## config.mk

```make
export PLATFORM = sky130hd
export DESIGN_NAME = alu_result_tx
export DESIGN_NICKNAME = d
export VERILOG_FILES = /design/src/rtl/alu_result_tx.sv
export SDC_FILE = /design/constraint.sdc
export NUM_CORES = 1
export LEC_CHECK = 0
export CAP_MARGIN = 10
export CORE_MARGIN = 8
export CORE_UTILIZATION = 40
export DETAILED_ROUTE_END_ITERATION = 8
export DONT_BUFFER_PORTS = 1
export GPL_TIMING_DRIVEN = 0
export HOLD_SLACK_MARGIN = 0.02
export REMOVE_ABC_BUFFERS = 1
export SYNTH_ARGS = -nofsm -noshare
export SYNTH_HDL_FRONTEND = slang
export SYNTH_SLANG_ARGS = --single-unit
```

## constraint.sdc

```tcl
create_clock -name i_clk -period 2.8 [get_ports i_clk]
set_input_delay 0.42 -clock i_clk [delete_from_list [all_inputs] [get_ports i_clk]]
set_output_delay 0.42 -clock i_clk [all_outputs]
set_load 0.01 [all_outputs]
```

## src/rtl/alu_result_tx.sv

```systemverilog
// alu_result_tx
//   UART-style serial transmitter for the ALU result path. On an accepted
//   request it captures the result and sends one frame:
//   start bit (0), DATA_SIZE data bits LSB first, stop bit (1), no parity.
//   Baud timing comes from an internal divide-by-CLKS_PER_BIT counter.
//
// Parameters
//   DATA_SIZE    : result width and data bits per frame
//   CLKS_PER_BIT : clock cycles per serial bit (>= 2)
//
// Ports
//   i_clk    : system clock, rising edge
//   i_reset  : synchronous active-high reset, highest priority
//   i_result : value to transmit, sampled only when a request is accepted
//   i_send   : level-sensitive request, acted on only while idle
//   o_tx     : registered serial line, idles high
//   o_busy   : high while a frame is in progress
//   o_done   : one-cycle pulse when a stop bit completes
module alu_result_tx #(
  parameter int unsigned DATA_SIZE    = 8,
  parameter int unsigned CLKS_PER_BIT = 10417
) (
  input  logic                 i_clk,
  input  logic                 i_reset,
  input  logic [DATA_SIZE-1:0] i_result,
  input  logic                 i_send,
  output logic                 o_tx,
  output logic                 o_busy,
  output logic                 o_done
);

  localparam int unsigned CW = (CLKS_PER_BIT > 1) ? $clog2(CLKS_PER_BIT) : 1;
  localparam int unsigned BW = (DATA_SIZE > 1) ? $clog2(DATA_SIZE) : 1;
  localparam logic [CW-1:0] BAUD_LAST = CW'(CLKS_PER_BIT - 1);
  localparam logic [BW-1:0] BIT_LAST  = BW'(DATA_SIZE - 1);

  typedef enum logic [1:0] {
    S_IDLE,
    S_START,
    S_DATA,
    S_STOP
  } state_t;

  state_t               state_q, state_d;
  logic [CW-1:0]        baud_q, baud_d;
  logic [BW-1:0]        bit_q, bit_d;
  logic [DATA_SIZE-1:0] shift_q, shift_d;
  logic                 tx_q, tx_d;
  logic                 busy_q, busy_d;
  logic                 done_q, done_d;

  logic                 baud_end;
  logic [DATA_SIZE-1:0] shift_next;

  assign baud_end   = (baud_q == BAUD_LAST);
  assign shift_next = shift_q >> 1;

  always_ff @(posedge i_clk) begin
    if (i_reset) begin
      state_q <= S_IDLE;
      baud_q  <= '0;
      bit_q   <= '0;
      shift_q <= '0;
      tx_q    <= 1'b1;
      busy_q  <= 1'b0;
      done_q  <= 1'b0;
    end else begin
      state_q <= state_d;
      baud_q  <= baud_d;
      bit_q   <= bit_d;
      shift_q <= shift_d;
      tx_q    <= tx_d;
      busy_q  <= busy_d;
      done_q  <= done_d;
    end
  end

  // The line value for the next bit is registered on the same edge that
  // ends the current bit, so o_tx changes exactly on bit boundaries.
  always_comb begin
    state_d = state_q;
    baud_d  = baud_q;
    bit_d   = bit_q;
    shift_d = shift_q;
    tx_d    = tx_q;
    busy_d  = busy_q;
    done_d  = 1'b0;

    unique case (state_q)
      S_IDLE: begin
        tx_d   = 1'b1;
        busy_d = 1'b0;
        if (i_send) begin
          shift_d = i_result;
          baud_d  = '0;
          busy_d  = 1'b1;
          tx_d    = 1'b0;
          state_d = S_START;
        end
      end

      S_START: begin
        if (baud_end) begin
          baud_d  = '0;
          bit_d   = '0;
          tx_d    = shift_q[0];
          state_d = S_DATA;
        end else begin
          baud_d = baud_q + CW'(1);
        end
      end

      S_DATA: begin
        if (baud_end) begin
          baud_d = '0;
          if (bit_q == BIT_LAST) begin
            tx_d    = 1'b1;
            state_d = S_STOP;
          end else begin
            shift_d = shift_next;
            tx_d    = shift_next[0];
            bit_d   = bit_q + BW'(1);
          end
        end else begin
          baud_d = baud_q + CW'(1);
        end
      end

      S_STOP: begin
        if (baud_end) begin
          baud_d  = '0;
          busy_d  = 1'b0;
          done_d  = 1'b1;
          state_d = S_IDLE;
        end else begin
          baud_d = baud_q + CW'(1);
        end
      end

      default: begin
        state_d = S_IDLE;
      end
    endcase
  end

  assign o_tx   = tx_q;
  assign o_busy = busy_q;
  assign o_done = done_q;

endmodule

```

# --- After elaboration in Yosys (flattened, before gate mapping) ---
# Index checks and enable logic that the tools add are counted.
totals:
  register_bits: 30
  rom_bits: 0
  ram_bits: 0
  mem_count: 0
  latchBits: 0
  in_bits: 11
classes:
  eq_ne: 11
  n_reduce_logical: 12
  shift: 0
  n_addsub: 2
  n_lt_le_gt_ge: 0
  mul: 0
  n_mux: 26
  n_div: 0
  bitwise_logic: 1
op_table:
  columns: ["op", "n"]
  rows:
  - ["$mux W14", 2]
  - ["$pmux W14 S2", 1]
  - ["$mux W8", 3]
  - ["$pmux W8 S2", 1]
  - ["$add A14 B1 Y14 const B", 1]
  - ["$eq A14 B14 Y1 const B", 1]
  - ["$ne A2 B2 Y1 const B", 6]
  - ["$mux W2", 5]
  - ["$mux W3", 3]
  - ["$pmux W2 S4", 1]
  - ["$reduce_and A4 Y1", 2]
  - ["$mux W1", 7]
  - ["$pmux W3 S2", 1]
  - ["$reduce_bool A2 Y1", 3]
  - ["$reduce_and A5 Y1", 1]
  - ["$eq A2 B2 Y1 const B", 2]
  - ["$add A3 B1 Y3 const B", 1]
  - ["$eq A3 B3 Y1 const B", 1]
  - ["$pmux W1 S3", 1]
  - ["$reduce_and A3 Y1", 1]
  - ["$reduce_bool A3 Y1", 1]
  - ["$reduce_or A3 Y1", 1]
  - ["$eq A2 B1 Y1 const B", 1]
  - ["$logic_not A2 Y1", 1]
  - ["4 further kinds", 4]

# --- Logic depth before layout (Yosys ltp) ---
# Gate-level depths: netlist (run 1).
depth:
  depth_word: 4
  depth_mapped: 8
  ltp_nobuf: 6

# --- Worst setup path after synthesis (run 1) ---
# No wires, ideal clock.
synth_timing:
  path_type: "register to register"
  startpoint: "register baud_q[2]"
  endpoint: "register baud_q[10]"
  slack_ns: 0.767
  t_required_ns: 2.683
  period_less_slack_ns: 2.033
  path_stages_with_launch: 6
  t_arrival_ns: 1.917
  setup_ns: 0.117
  n_path_buf: 1
  cell_sequence: "dfxtp_1 -> or4b_4 -> or4_1 -> buf_4 -> a31o_2 -> a22o_1"
synth_via:
  elab_chain_len: 3
synth_rtl:
  columns: ["item", "line_no", "rtl"]
  rows:
  - ["start, declared", "45", "logic [CW-1:0] baud_q, baud_d;"]
  - ["start signal, assigned", "69", "baud_q <= baud_d;"]
  - ["$add A14 B1 Y14 / $eq A14 B14 Y1 (equally long branches)", null, null]
  - ["$mux W14 (*)", "103, 114, 130", null]
  - ["$pmux W14 S2 (*)", "89", "unique case (state_q)"]
# Every way passes the cells marked *; elsewhere a longest branch is shown, timed or not.
# A chain may end at the register's enable or synchronous reset.

# --- Worst setup path in the final report (run 1) ---
layout_timing:
  startpoint: "register baud_q[2]"
  endpoint: "register state_q[1]"
layout_via:
  elab_chain_len: 3
layout_rtl:
  columns: ["item", "line_no", "rtl"]
  rows:
  - ["$eq A14 B14 Y1 (*)", "55", "assign baud_end = (baud_q == BAUD_LAST);"]
  - ["$ne A2 B2 Y1 (no source line)", null, null]
  - ["$reduce_and A5 Y1 (no source line) (*)", null, null]
  - ["end signal, assigned", "68", "state_q <= state_d;"]
  - ["end, declared", "44", "state_t state_q, state_d;"]
# Marked as above.

==> results of run 1 <==
cell families (layout without fill, tap and decap cells):
kind of cell / after synthesis / after routing / synth area share (%)
compound gates: 67 / 67 / 26.0
xor+xnor: 2 / 2 / 0.987
fa+ha+maj: 9 / 9 / 6.34
buf+inv: 20 / 16 / 4.51
flops: 30 / 30 / 33.8
mux: 2 / 2 / 1.13
simple gates: 88 / 88 / 27.2
per-stage QoR:
step | cell area [um^2] | setup WS [ns] | setup TNS [ns] | std cells
finish | 1890 | 0.349 | 0 | 266
global route | 1890 | 0.270 | 0 | 266
detailed placement | 1800 | 0.385 | 0 | 258
CTS | 1890 | 0.361 | 0 | 266
global placement | 1790 | -0.244 | -0.532 | 257
floorplan | 1720 | 0.497 | 0 | 205
cell type report:
cell class              count  area (um^2)
clock buffers               7         86.3
clock inverters             1         5.00
fillers                   451         2430
inverters                   7         26.3
multi-input cells         168         1100
flip-flops and latches     30          601
well taps                  52         65.1
repair buffers              1         7.51
where the power goes:
part	leakage, nW	switching [W]	total [W]	internal [W]
Sequential	0.244	0.0000852	0.000599	0.000514
Combinational	0.363	0.000435	0.000724	0.000290
Clock	0.0482	0.000162	0.000360	0.000198
Total	0.655	0.000682	0.00168	0.00100
per-layer routing:
layer	vias up	GRT usage, %	wire (um)
li1	799	-	-
met1	725	17.8	2070
met2	33	17.5	1670
met3	7	3.03	220
met4	0	5.86	68
met5	-	0	0
cell usage after synthesis (all sizes together):
library cell  count  area [um^2]
a21boi            1         7.51
a21oi            19          110
a22o              6         52.6
a311o             1         10.0
a311oi            1         8.76
a31o              4         35.0
a31oi            12         75.1
a32oi             1         8.76
and2              1         6.26
and4              2         17.5
buf               3         16.3
clkbuf           10         37.5
dfxtp            30          601
ha                9          113
inv               7         26.3
mux2i             2         20.0
nand2            13         48.8
nand2b           22          138
nand3            14         70.1
nand3b            2         15.0
nand4             5         31.3
nand4b            1         8.76
nand4bb           1         11.3
nor2             16         60.1
nor2b             1         6.26
nor3              3         15.0
nor4              3         18.8
nor4b             1         8.76
o211ai            2         15.0
o21ai             8         40.0
o22a              1         8.76
o22ai             7         43.8
o311a             3         30.0
o41ai             1         16.3
or3               1         6.26
or4               1         7.51
or4b              1         13.8
xnor2             2         17.5
sequential cells by signal, summed over array words and instances (netlist names):
signal,cells
baud_q,14
bit_q,3
o_busy,1
o_done,1
o_tx,1
shift_q,8
state_q,2
worst register-to-register path, delay by kind of cell, from the launching register on:
family	cells	cell delay [ns]
AO/OA/AOI/OAI	1	0.39
AND/OR/NAND/NOR	2	1.41
multiplexers	1	0.22
flip-flops	1	0.37
path summary, 6_finish.rpt:
| check | to | cells after the start | start |
|---|---|---|---|
| setup reg to reg | state_q[1]$_SDFFE_PP0P_ | 4 | baud_q[2]$_SDFFE_PP0P_ |
| hold / removal | bit_q[2]$_SDFFE_PP0P_ | 1 | i_reset |
| hold reg to reg | bit_q[1]$_SDFFE_PP0P_ | 2 | bit_q[1]$_SDFFE_PP0P_ |
| setup / recovery | state_q[1]$_SDFFE_PP0P_ | 4 | baud_q[2]$_SDFFE_PP0P_ |
cell usage in the layout (no fill, tap or decap), types with 2 or more instances in the layout:
| master | instances |
|---|---|
| o21ai_0 | 8 |
| nor2_1 | 16 |
| a31oi_1 | 12 |
| mux2i_1 | 2 |
| o22ai_1 | 7 |
| a22o_1 | 6 |
| nor4_1 | 2 |
| nand3b_1 | 2 |
| inv_1 | 7 |
| a21oi_1 | 17 |
| o311a_1 | 3 |
| xnor2_1 | 2 |
| nor3_1 | 3 |
| and4_1 | 2 |
| ha_1 | 9 |
| clkbuf_8 | 6 |
| nand2b_1 | 22 |
| nand3_1 | 14 |
| nand4_1 | 5 |
| nand2_1 | 13 |
| a31o_2 | 4 |
| o211ai_1 | 2 |
| dfxtp_1 | 30 |
==> impl_metrics.toml, run 1 <==
[outcome]
status = "finished, final reports clean"

[cts]
clk_pin_slew_ns = 0.06
hold_buffers = 0
cts_tree = "yes"
htreeDepth = 2
cts.sinks = 30
cts_buffers = 5
cts-root-buf = "clkbuf_8"
cts.path.max_buffers = 2
post-cts-setup-buffers = 0
cts-resized-gates = 0
clk_latency_ns = 0.28

[cells_and_area]
drive_above_1_share_pct = 7.94
antenna_cells = 0
utilization_pct = 43.8
fin_nets = 233
area_delta_synth_final_pct = 6.55

[sta]
maxSlewViolCount = 0
max_freq_ghz = 0.408
post-route-period-util_pct = 87.5
timing.hold.ws_ns = 0.213
rsz0062_at_grt = "false"
maxSlewHeadroom_pct = 48.5
skew_ns = 0.00467
worst_slew_pin_slew_ns = 0.772
hold_violations = 0
setup_viol = 0
finalCriticalPeriod_ns = 2.45

[pwr]
p_total_w = 0.00168
peakVddDrop_mv = 0.719
p_leak_nw = 0.655
p_per_area_nw_per_um2 = 890

[place]
io_buffers = 0
dp_hpwl_um = 2660
gp_congestion = 0.788

[critical_path]
critPathLaunchType = "flip-flop"
critPathMaxFanout = 18
worst_ep_required_time_ns = 3.01
critPathMaxStageDelay_ns = 0.83
crit_chain = "or4b_4, or4_1, a21oi_1, mux2i_1"
critPathBufInv = 0
reg2reg_setup_slack_ns = 0.35
endpoint_kind = "flip-flop"
critPathSlowestCell = "or4_1"
critPathArrivalTime_ns = 2.66
crit_family = "simple AND/OR/NAND/NOR gates"
crit_type = "flip-flop to flip-flop"

[synthesis]
syn_area_um2 = 1780
avgSynthCellArea_um2 = 8.14
synth.yosys.seq_area_share_pct = 33.8
syn_inst = 218
synthDistinctLibCells = 42
synth_seq_cells = 30
yosys_warnings = 0

[floorplan]
rows = 24
core_area_um2 = 4320
die_w_um = 82.6
dieArea_um2 = 6830
start_util_pct = 41.1
io_pins = 14
die_y_um = 82.6

[route]
vias = 1564
drc_errors = 0
drtPass1Iterations = 4
via_per_inst = 5.88
routed_wl_um = 4030
wl_per_cell_um = 15.1
drt_iter0_markers = 150
antenna_left = 0

[global_route]
grt_overflow_total = 0
track_usage_pct = 12.6
grt_pass1_wl_um = 6710
antenna_found_initial = 0
grt_pass1_vias = 1379
grt_max_degree = 39

[min_path]
hold_class = "primary input to flip-flop"

[run]
max-cap-violations = 0
Power figures use the tool's default switching activity.
==> run 2: changes to the inputs <==
Settings changed: CORE_ASPECT_RATIO set to 1.5, CORE_UTILIZATION 40 to 50.
==> run 2 against run 1 <==
  * Cell area is 1.3% lower
  * Setup slack better by 0.0010 ns
  * Via count is 4.5% higher
  * Clock skew hardly changed
  * Critical path depth stayed put
  * Register-to-register slack hardly changed
  * Routed wire length is 8.5% higher
  * Utilization is 11 points higher
  * Combinational power is 1% higher
  * Sequential power hardly changed
  * First-iteration DRC count is 23% lower
  * Largest power group unchanged
==> impl_metrics.toml, run 2 (synthesized netlist as in run 1, its figures left out) <==
[cells_and_area]
drive_above_1_share_pct = 7.98
final_common_cell = "dfxtp_1"
fin_nets = 233
area_delta_synth_final_pct = 5.14
final_cell_mix = "dfxtp_1, nand2b_1, a21oi_1"
regArea_um2 = 601
regMostFlops = "baud_q"
reg_top3 = "baud_q (14), shift_q (8), bit_q (3)"
fin_cells = 255
largest_reg_flops = 14
fill_cells = 318
utilization_pct = 54.7
multi_input_area_um2 = 1100
antenna_cells = 0

[global_route]
grt_pass1_vias = 1661
grt_overflow_total = 0
grt_pass1_wl_um = 7480
track_usage_pct = 16.2
antenna_found_initial = 0
grt_max_degree = 39

[critical_path]
crit_chain = "or4b_4, or4_1, a21oi_1, mux2i_1"
critPathArrivalTime_ns = 2.66
critPathMaxFanout = 18
critPathLaunchType = "flip-flop"
worst_ep_required_time_ns = 3.01
critPathMaxStageDelay_ns = 0.84
crit_family = "simple AND/OR/NAND/NOR gates"
reg2reg_from = "baud_q[2]$_SDFFE_PP0P_"
endpoint_kind = "flip-flop"
rr_worst_depth = 4
critPathSlowestCell = "or4_1"
cp.depth = 4
r2r_end = "state_q[1]$_SDFFE_PP0P_"
crit_type = "flip-flop to flip-flop"
critPathBufInv = 0
reg2reg_setup_slack_ns = 0.35

[cts]
cts-resized-gates = 0
cts-root-buf = "clkbuf_8"
clk_pin_slew_ns = 0.07
cts.sinks = 30
clk_latency_ns = 0.28
post-cts-setup-buffers = 0
cts.path.max_buffers = 2
cts_buffers = 5
cts_tree = "yes"
htreeDepth = 2
hold_buffers = 0

[min_path]
hold_depth = 1
holdPathEnd = "shift_q[7]$_SDFFE_PP0P_"
hold_class = "primary input to flip-flop"
hp-start = "i_reset"

[sta]
maxSlewViolCount = 0
post-route-period-util_pct = 87.5
hold_violations = 0
max_freq_ghz = 0.408
maxSlewHeadroom_pct = 50.7
skew_ns = 0.00441
rsz0062_at_grt = "false"
timing.hold.ws_ns = 0.204
finalCriticalPeriod_ns = 2.45
setup_viol = 0
worst_slew_pin_slew_ns = 0.739

[route]
drc_errors = 0
wl_per_cell_um = 17.1
routed_wl_um = 4370
antenna_left = 0
via_per_inst = 6.41
vias = 1634
drt_iter0_markers = 115
drtPass1Iterations = 4

[pwr]
seqPwrFrac_pct = 36.1
combPwrFrac_pct = 44.0
p_per_area_nw_per_um2 = 892
power_switching_w = 0.000694
p_leak_nw = 0.651
sw_frac_of_total_pct = 41.6
internal-power_w = 0.000972
pwr-share-clk_pct = 19.9
peakVddDrop_mv = 0.447
p_total_w = 0.00167

[floorplan]
dieArea_um2 = 5750
rows = 26
die_y_um = 89.0
die_w_um = 64.7
start_util_pct = 52.0
core_area_um2 = 3420
io_pins = 14

[run]
max-cap-violations = 0

[place]
dp_hpwl_um = 3110
dp_cells = 248
gp_congestion = 0.827
io_buffers = 0

[outcome]
status = "finished, final reports clean"
run 2: cell count changes in the layout (fill, tap and decap cells not counted):
cell and change:
clkbuf_8 -1, clkinv_2 +1, clkbuf_1 -1
run 2: cell type report:
class | instances | area share, %
clock inverter | 2 | 0.536
tap | 42 | 2.82
inverter | 7 | 1.41
multi-input combinational | 168 | 59.0
clock buffer | 5 | 3.69
sequential | 30 | 32.2
timing repair buffer | 1 | 0.402
run 2: worst max path at each step:
stage,startpoint,to
floorplan,baud_q[2]$_SDFFE_PP0P_,o_tx$_SDFFE_PP1P_
global placement,baud_q[2]$_SDFFE_PP0P_,o_tx$_SDFFE_PP1P_
detailed placement,baud_q[2]$_SDFFE_PP0P_,state_q[1]$_SDFFE_PP0P_
CTS,baud_q[2]$_SDFFE_PP0P_,state_q[1]$_SDFFE_PP0P_
global route,baud_q[11]$_SDFFE_PP0P_,state_q[1]$_SDFFE_PP0P_
finish,baud_q[2]$_SDFFE_PP0P_,state_q[1]$_SDFFE_PP0P_
run 2: power by group through the flow:
| stage | registers, W | clock network (W) | logic [W] |
|---|---|---|---|
| detailed placement | 0.000612 | 0 | 0.000733 |
| global route | 0.000615 | 0.000358 | 0.000819 |
| CTS | 0.000602 | 0.000341 | 0.000737 |
| global placement | 0.000606 | 0 | 0.000699 |
| floorplan | 0.000587 | 0 | 0.000580 |
| finish | 0.000601 | 0.000331 | 0.000734 |
run 2: metrics by stage:
stage | TNS (ns) | worst slack [ns] | cell area, um^2
final | 0 | 0.350 | 1870
after global routing | 0 | 0.244 | 1870
after CTS | 0 | 0.342 | 1870
after floorplan | 0 | 0.497 | 1720
after detailed placement | 0 | 0.354 | 1790
after global placement | -0.103 | -0.103 | 1770
run 2: routing by layer:
metal	GRT usage [%]	share of wire, %
met5	0	0
met4	9.16	2.9
met3	4.02	4.1
met2	30.9	55
met1	15.3	38
==> run 3: changes to the inputs <==
Settings changed: CORE_MARGIN 8 to 2, PLACE_DENSITY set to 0.7.
==> run 3 against run 2 <==
  * Die area fell by 30%
  * Via count is 0.49% lower
  * Setup slack worse by 0.057 ns
  * Cell area rose by 0.67%
  * Cell count grew 0.39%
  * Fmax is 2.3% lower
  * Utilization rose by 0.37 points
  * Count of clock-buffer cells in the layout grew 2
  * Clock power up 8.5%
  * Sequential share of layout area fell by 0.21 points
  * First-iteration DRC count shrank 54%
==> impl_metrics.toml, run 3 (synthesized netlist as in run 1, its figures left out) <==
[sta]
post-route-period-util_pct = 89.6
worst_slew_pin_slew_ns = 0.769
setup_viol = 0
hold_violations = 0
max_freq_ghz = 0.399
rsz0062_at_grt = "false"
skew_ns = 0.00821
finalCriticalPeriod_ns = 2.51
maxSlewHeadroom_pct = 48.8
maxSlewViolCount = 0

[route]
vias = 1626
via_per_inst = 6.35
drt_iter0_markers = 53
drtPass1Iterations = 4
wl_per_cell_um = 16.4
antenna_left = 0
drc_errors = 0
routed_wl_um = 4190

[critical_path]
critPathLaunchType = "flip-flop"
crit_chain = "or4b_4, or4_1, a21oi_1, mux2i_1"
endpoint_kind = "flip-flop"
critPathArrivalTime_ns = 2.72
reg2reg_from = "baud_q[2]$_SDFFE_PP0P_"
worstSetupStartpoint = "baud_q[2]$_SDFFE_PP0P_"
reg2reg_setup_slack_ns = 0.29
worst_ep_required_time_ns = 3.02
critPathMaxStageDelay_ns = 0.83
critPathSlowestCell = "or4_1"
critPathMaxFanout = 18
crit_type = "flip-flop to flip-flop"
rr_worst_depth = 4

[floorplan]
die_w_um = 52.7
start_util_pct = 52.0
rows = 26
die_y_um = 77.0
io_pins = 14
dieArea_um2 = 4050
core_area_um2 = 3420

[cells_and_area]
regArea_um2 = 601
area_delta_synth_final_pct = 5.85
drive_above_1_share_pct = 7.94
utilization_pct = 55.0
reg_top3 = "baud_q (14), shift_q (8), bit_q (3)"
final_common_cell = "dfxtp_1"
multi_input_area_um2 = 1100
fill_cells = 326
fin_nets = 233
final_cell_mix = "dfxtp_1, nand2b_1, a21oi_1"
antenna_cells = 0
regMostFlops = "baud_q"
final_area_um2 = 1880
largest_reg_flops = 14

[cts]
post-cts-setup-buffers = 0
hold_buffers = 0
cts-root-buf = "clkbuf_8"
cts.sinks = 30
cts_buffers = 5
clk_latency_ns = 0.29
htreeDepth = 2
cts.path.max_buffers = 2
cts_tree = "yes"
cts-resized-gates = 0
clk_pin_slew_ns = 0.06

[pwr]
sw_frac_of_total_pct = 40.9
p_per_area_nw_per_um2 = 903
p_leak_nw = 0.655
seqPwrFrac_pct = 35.5
peakVddDrop_mv = 0.737
power_switching_w = 0.000695
p_total_w = 0.00170
internal-power_w = 0.00100
combPwrFrac_pct = 43.3
pwr-share-clk_pct = 21.2

[min_path]
hp-start = "i_reset"
hold_depth = 1
hold_class = "primary input to flip-flop"

[run]
max-cap-violations = 0

[place]
gp_congestion = 0.838
placed_area_um2 = 1790
dp_hpwl_um = 2850
io_buffers = 0

[global_route]
grt_pass1_vias = 1630
track_usage_pct = 22.8
grt_overflow_total = 0
grt_max_degree = 39
grt_pass1_wl_um = 7080
antenna_found_initial = 0

[outcome]
status = "finished, final reports clean"
-- run 3: cell types whose count changed in the layout (fill, tap and decap cells not counted), sizes merged --
| cell | previous run | this run |
|---|---|---|
| clkbuf | 5 | 7 |
| clkinv | 2 | 1 |
-- run 3: area by class of cell --
type | count | area share (%)
clock buffer | 7 | 4.59
clock inverter | 1 | 0.266
inverter | 7 | 1.40
multi-input combinational | 168 | 58.6
sequential | 30 | 32.0
tap | 42 | 2.80
timing repair buffer | 1 | 0.399
-- run 3: critical path: cells and delay by family, from the launching register on --
family	cells	cell delay, ns
AND/OR/NAND/NOR	2	1.41
AO/OA/AOI/OAI	1	0.43
flip-flops	1	0.37
multiplexers	1	0.22
-- run 3: final timing paths --
check / endpoint
max: state_q[1]$_SDFFE_PP0P_
min: o_busy$_SDFFE_PP0P_
max reg2reg: state_q[1]$_SDFFE_PP0P_
min reg2reg: bit_q[2]$_SDFFE_PP0P_
-- run 3: through the flow --
step                      setup TNS [ns]  cells  hold WS [ns]  setup WS [ns]
after floorplan                        0    205         0.447          0.497
after global routing                   0    256         0.190          0.199
final                                  0    256         0.206          0.292
after global placement           -0.0979    247         0.458        -0.0979
after detailed placement               0    248         0.481          0.328
after CTS                              0    256         0.193          0.311
-- run 3: metal layers --
layer	wire, um	up-vias	global-route usage (%)
met5	0	-	0
met4	108	0	10.5
met3	159	9	5.84
met2	2180	36	39.4
met1	1750	780	24.9
li1	-	801	-
-- run 3: power by group through the flow --
stage	clock network [W]	registers, W	logic (W)
2_1_floorplan	0	0.000587	0.000580
3_3_place_gp	0	0.000605	0.000693
3_5_place_dp	0	0.000611	0.000724
4_1_cts	0.000368	0.000602	0.000729
5_1_grt	0.000391	0.000617	0.000815
6_report	0.000359	0.000603	0.000736
